**src/rtl/regfile_pkg.sv**
```systemverilog
// Shared widths, register ids and helpers for the Y86 register file.
package regfile_pkg;

    localparam int BYTE_W = 8;
    localparam int WORD_W = 32;

    localparam logic [BYTE_W-1:0] RNONE = 8'h0F;

    typedef enum logic [BYTE_W-1:0] {
        REAX = 8'h00,
        RECX = 8'h01,
        REDX = 8'h02,
        REBX = 8'h03,
        RESP = 8'h04,
        REBP = 8'h05,
        RESI = 8'h06,
        REDI = 8'h07
    } reg_id_e;

    function automatic logic id_valid(input logic [BYTE_W-1:0] id, input int nregs);
        return int'(id) < nregs;
    endfunction

    // An id is an error only when it is neither a real register nor the "no register" marker.
    function automatic logic id_bad(input logic [BYTE_W-1:0] id, input int nregs);
        return !id_valid(id, nregs) && (id != RNONE);
    endfunction

endpackage

```
**src/rtl/regfile_rdport.sv**
```systemverilog
// One combinational read port: id decode, out-of-range zeroing and, with
// REGFILE_BYPASS_EN defined, a write-back bypass where valM beats valE.
module regfile_rdport
    import regfile_pkg::*;
#(
    parameter int NREGS = 8,
    parameter int IDXW  = (NREGS > 1) ? $clog2(NREGS) : 1
) (
    input  logic [BYTE_W-1:0]             src_id,
    input  logic [NREGS-1:0][WORD_W-1:0]  regs,
`ifdef REGFILE_BYPASS_EN
    input  logic                          we,
    input  logic [BYTE_W-1:0]             dst_e,
    input  logic [WORD_W-1:0]             val_e,
    input  logic [BYTE_W-1:0]             dst_m,
    input  logic [WORD_W-1:0]             val_m,
`endif
    output logic [WORD_W-1:0]             rdata
);

    always_comb begin
        rdata = '0;
        if (id_valid(src_id, NREGS)) begin
            rdata = regs[src_id[IDXW-1:0]];
`ifdef REGFILE_BYPASS_EN
            // A matching dst is necessarily valid because src_id already is.
            if (we && (dst_e == src_id))
                rdata = val_e;
            if (we && (dst_m == src_id))
                rdata = val_m;
`endif
        end
    end

endmodule

```
**src/rtl/regfile.sv**
```systemverilog
// Y86 architectural register file: two combinational reads, two write-back
// writes, sticky bad-id flag. Optional same-cycle bypass via REGFILE_BYPASS_EN.
module regfile
    import regfile_pkg::*;
#(
    parameter logic [WORD_W-1:0] SP_RESET = 32'h0000_0000,
    parameter int                NREGS    = 8
) (
    input  logic               clk,
    input  logic               rst,
    input  logic               we_i,
    input  logic [BYTE_W-1:0]  W_dstE_i,
    input  logic [WORD_W-1:0]  W_valE_i,
    input  logic [BYTE_W-1:0]  W_dstM_i,
    input  logic [WORD_W-1:0]  W_valM_i,
    input  logic [BYTE_W-1:0]  d_srcA_i,
    input  logic [BYTE_W-1:0]  d_srcB_i,
    output logic [WORD_W-1:0]  d_rvalA_o,
    output logic [WORD_W-1:0]  d_rvalB_o,
    output logic               wr_err_o
);

    localparam int IDXW = (NREGS > 1) ? $clog2(NREGS) : 1;

    logic [NREGS-1:0][WORD_W-1:0] regs;

    // The dstM write is issued last so it wins a same-id collision (popl %esp).
    always_ff @(posedge clk or posedge rst) begin
        if (rst) begin
            for (int i = 0; i < NREGS; i++)
                regs[i] <= (i == int'(RESP)) ? SP_RESET : '0;
            wr_err_o <= 1'b0;
        end else if (we_i) begin
            if (id_valid(W_dstE_i, NREGS))
                regs[W_dstE_i[IDXW-1:0]] <= W_valE_i;
            if (id_valid(W_dstM_i, NREGS))
                regs[W_dstM_i[IDXW-1:0]] <= W_valM_i;
            if (id_bad(W_dstE_i, NREGS) || id_bad(W_dstM_i, NREGS))
                wr_err_o <= 1'b1;
        end
    end

    regfile_rdport #(.NREGS(NREGS), .IDXW(IDXW)) u_port_a (
        .src_id (d_srcA_i),
        .regs   (regs),
`ifdef REGFILE_BYPASS_EN
        .we     (we_i),
        .dst_e  (W_dstE_i),
        .val_e  (W_valE_i),
        .dst_m  (W_dstM_i),
        .val_m  (W_valM_i),
`endif
        .rdata  (d_rvalA_o)
    );

    regfile_rdport #(.NREGS(NREGS), .IDXW(IDXW)) u_port_b (
        .src_id (d_srcB_i),
        .regs   (regs),
`ifdef REGFILE_BYPASS_EN
        .we     (we_i),
        .dst_e  (W_dstE_i),
        .val_e  (W_valE_i),
        .dst_m  (W_dstM_i),
        .val_m  (W_valM_i),
`endif
        .rdata  (d_rvalB_o)
    );

endmodule
```
**config.mk**
```make
export PLATFORM = sky130hd
export DESIGN_NAME = regfile
export DESIGN_NICKNAME = d
export VERILOG_FILES = /design/src/rtl/regfile_pkg.sv /design/src/rtl/regfile_rdport.sv /design/src/rtl/regfile.sv
export SDC_FILE = /design/constraint.sdc
export NUM_CORES = 1
export LEC_CHECK = 0
export ABC_CLOCK_PERIOD_IN_PS = 26900
export CELL_PAD_IN_SITES_DETAIL_PLACEMENT = 1
export CELL_PAD_IN_SITES_GLOBAL_PLACEMENT = 1
export CORE_ASPECT_RATIO = 1.1
export CORE_MARGIN = 5
export CORE_UTILIZATION = 50
export CTS_BUF_LIST = sky130_fd_sc_hd__clkbuf_16
export CTS_CLUSTER_DIAMETER = 150
export CTS_CLUSTER_SIZE = 16
export DETAILED_ROUTE_END_ITERATION = 10
export MAX_ROUTING_LAYER = met4
export PLACE_DENSITY_LB_ADDON = 0.1
export SLEW_MARGIN = 0
export SYNTH_ARGS = -nofsm -noshare
export SYNTH_HDL_FRONTEND = slang
export SYNTH_SLANG_ARGS = --single-unit
```
**constraint.sdc**
```tcl
create_clock -name clk -period 26.9 [get_ports clk]
set_input_delay 6.725 -clock clk [delete_from_list [all_inputs] [get_ports clk]]
set_output_delay 6.725 -clock clk [all_outputs]
set_load 0.02 [all_outputs]
```
==> flow_summary.json <==
{
  "yosysWarnings": 0,
  "syn_inst": 1339,
  "area_delta_synth_final_pct": 15.2,
  "endpoint_kind": "primary output",
  "reg2reg_from": "regs[95]",
  "yosysUniqueCellTypes": 35,
  "grt_usage": 0.347,
  "grt_setup_unrepaired": "no",
  "vias_per_cell": 7.34,
  "whs_path_depth": 1,
  "cts_resized": 0,
  "grt_pass1_vias": 14100,
  "grt_use_met1": 0.451,
  "grt_pass1_wl_mm": 87.4,
  "crit_chain": "buf_4, buf_4, mux4_2, mux2i_1, nor2_1, clkdlybuf4s50_1",
  "synthArstFlopShare": 1.00,
  "antenna_cells": 0,
  "cp_slowest_cell": "buf_4",
  "synth_edf_count": 0,
  "die_w_um": 176,
  "cts_hold_buf": 0,
  "worstSkewPairLatency_ns": 0.51,
  "worst_pin_slew_ns": 1.21,
  "p_per_area_nw_per_um2": 51.4,
  "antenna_found_initial": 0,
  "finalNetCount": 1490,
  "arrival_ns": 9.46,
  "critPathMostFrequentCell": "buf_4",
  "cts_setup_buffers": 0,
  "path_buf_inv": 3,
  "portBuffers": 163,
  "fin_util": 0.579,
  "hold_viol_final": 0,
  "die_y_um": 193,
  "min_to": "wr_err_o",
  "cts_tree": "done",
  "grtUsageMet2": 0.561,
  "finalWeightedCongestion": 0.814,
  "drive_gt1_frac": 0.147,
  "ff_latch_area_um2": 6430,
  "start_util": 0.502,
  "cts_made_buffers": 20,
  "leakage_nw": 7.27,
  "design_area_um2": 17500,
  "remaining_drc_errors": 0,
  "max_slew_margin": 0.194,
  "place_hpwl_mm": 31.8,
  "critPathLaunchType": "input port",
  "h-tree-depth": 1,
  "cp_max_fo": 47,
  "multi_input_area_um2": 8100,
  "seq_area_frac_synth": 0.423,
  "detailroute.via_count": 13300,
  "syn-cell-area_um2": 15200,
  "final-setup-viol-count": 0,
  "whs_ns": 0.461,
  "min_period_over_period": 0.602,
  "slowest_delay_ns": 0.84,
  "core-area_um2": 30300,
  "hold_path_startpoint": "wr_err_o",
  "ant_nets": 0,
  "crit_family": "buffers and inverters",
  "placed_cell_area_um2": 17000,
  "grt_max_degree": 135,
  "rows": 67,
  "ff2ff_path_depth": 1,
  "synth_nets": 1438,
  "root_buffer": "clkbuf_16",
  "avgSynthCellArea_um2": 11.3,
  "path_clk_slew_ns": 0.07,
  "status": "finished, final reports clean",
  "busiest_layer": "met2",
  "ys_seq_elements": 257,
  "overflow": 0,
  "clock-sinks": 257,
  "die_area_um2": 34000,
  "worstHoldPathType": "reg -> reg",
  "fin_setup_tns_ns": 0,
  "clockBufferDepth": 3,
  "max-vdd-ir-drop_v": 0.0000392,
  "fin_worst_skew_ns": 0,
  "maxCapViolCount": 0,
  "route.final.wire_length_mm": 57.7,
  "top_level_ports": 164,
  "fmax_mhz": 61.8,
  "drt_pre_antenna_iters": 5,
  "use_met3": 0.0458,
  "routedWlPerCell_um": 32.0,
  "report.final.slew_viol_count": 0,
  "criticalPathCategory": "in -> out",
  "drt_iter0_drc": 1564,
  "ff2ff_setup_slack_ns": 26.01,
  "layout_min_cycle_time_ns": 16.18,
  "fill_cells": 3096,
  "synth_ff_type": "dfrtp_1",
  "required_ns": 20.17,
  "r2r_end": "regs[95]"
}
==> through the flow <==
step | setup WS [ns] | instances | power [mW]
CTS | 10.74 | 1806 | 0.901
finish | 10.72 | 1806 | 0.900
detailed placement | 10.75 | 1783 | 0.618
global route | 10.65 | 1806 | 0.929
global placement | 10.76 | 1783 | 0.610
floorplan | 11.66 | 1339 | 0.564
==> kinds of logic (layout without fill, tap and decap cells) <==
group	after synthesis	count (layout)	synth area share
flops	257	257	0.423
mux	192	192	0.232
buf+inv	182	235	0.0484
simple gates	439	439	0.124
compound gates	269	269	0.173
==> placed cells by master (no fill, tap or decap), types with 2 or more instances in the layout <==
cell and instances:
nor2_1 309, mux4_2 128, inv_1 17, clkbuf_16 21, a21oi_4 2, mux2i_1 64
dfrtp_1 257, and3_1 3, o221ai_1 16, nand2b_1 3, o21ai_2 2, a21bo_2 2
or4_4 2, or4_1 2, buf_2 3, o21ai_4 3, nor3_1 6, buf_4 36
nor4_1 8, clkdlybuf4s50_1 156, a221o_1 240, nand3_1 21, and2_1 35, nand2_1 39
==> routing by layer <==
| layer | vias to the layer above | share of wire |
|---|---|---|
| li1 | 5271 | - |
| met1 | 6973 | 0.39 |
| met4 | 0 | 0.046 |
| met5 | - | 0 |
| met3 | 190 | 0.082 |
| met2 | 821 | 0.49 |
==> registers in the layout (all words and copies together) (netlist names) <==
signal / cells
regs: 256
wr_err_o: 1
==> where the power goes <==
| part | leakage [nW] | internal [mW] | switching, mW |
|---|---|---|---|
| combinational | 3.56 | 0.0890 | 0.0720 |
| sequential | 3.44 | 0.422 | 0.0312 |
| clock | 0.271 | 0.140 | 0.146 |
==> cell usage after synthesis (2+ instances only) <==
library cell / number / area share
a21bo_2: 2 / 0.0013
a21oi_1: 2 / 0.00066
a221o_1: 240 / 0.16
and2_1: 35 / 0.014
and3_1: 3 / 0.0012
buf_1: 50 / 0.012
buf_2: 6 / 0.0020
buf_6: 6 / 0.0044
clkbuf_1: 103 / 0.025
dfrtp_1: 257 / 0.42
inv_1: 17 / 0.0042
mux2i_1: 64 / 0.042
mux4_2: 128 / 0.19
nand2_1: 39 / 0.0096
nand2b_1: 3 / 0.0012
nand3_1: 21 / 0.0069
nor2_1: 309 / 0.076
nor3_1: 7 / 0.0023
nor4_1: 8 / 0.0033
o21ai_1: 6 / 0.0020
o221ai_1: 16 / 0.0092
or3_1: 2 / 0.00082
or4_1: 2 / 0.00099
or4_4: 2 / 0.0015
==> layout make-up <==
type | count | share of cell area
tap | 414 | 0.0296
multi-input combinational | 900 | 0.462
inverter | 17 | 0.00407
clock buffer | 21 | 0.0300
timing repair buffer | 195 | 0.105
clock inverter | 2 | 0.00114
sequential | 257 | 0.367
==> worst max path at each step <==
stage / start / to / depth (start not counted)
6_report: d_srcA_i[0] / d_rvalA_o[4] / 6
5_1_grt: d_srcA_i[0] / d_rvalA_o[1] / 6
4_1_cts: d_srcA_i[0] / d_rvalA_o[4] / 6
3_5_place_dp: d_srcA_i[0] / d_rvalA_o[4] / 6
3_3_place_gp: d_srcA_i[0] / d_rvalA_o[4] / 6
2_1_floorplan: d_srcA_i[0] / d_rvalA_o[21] / 6
Power figures use the tool's default switching activity.
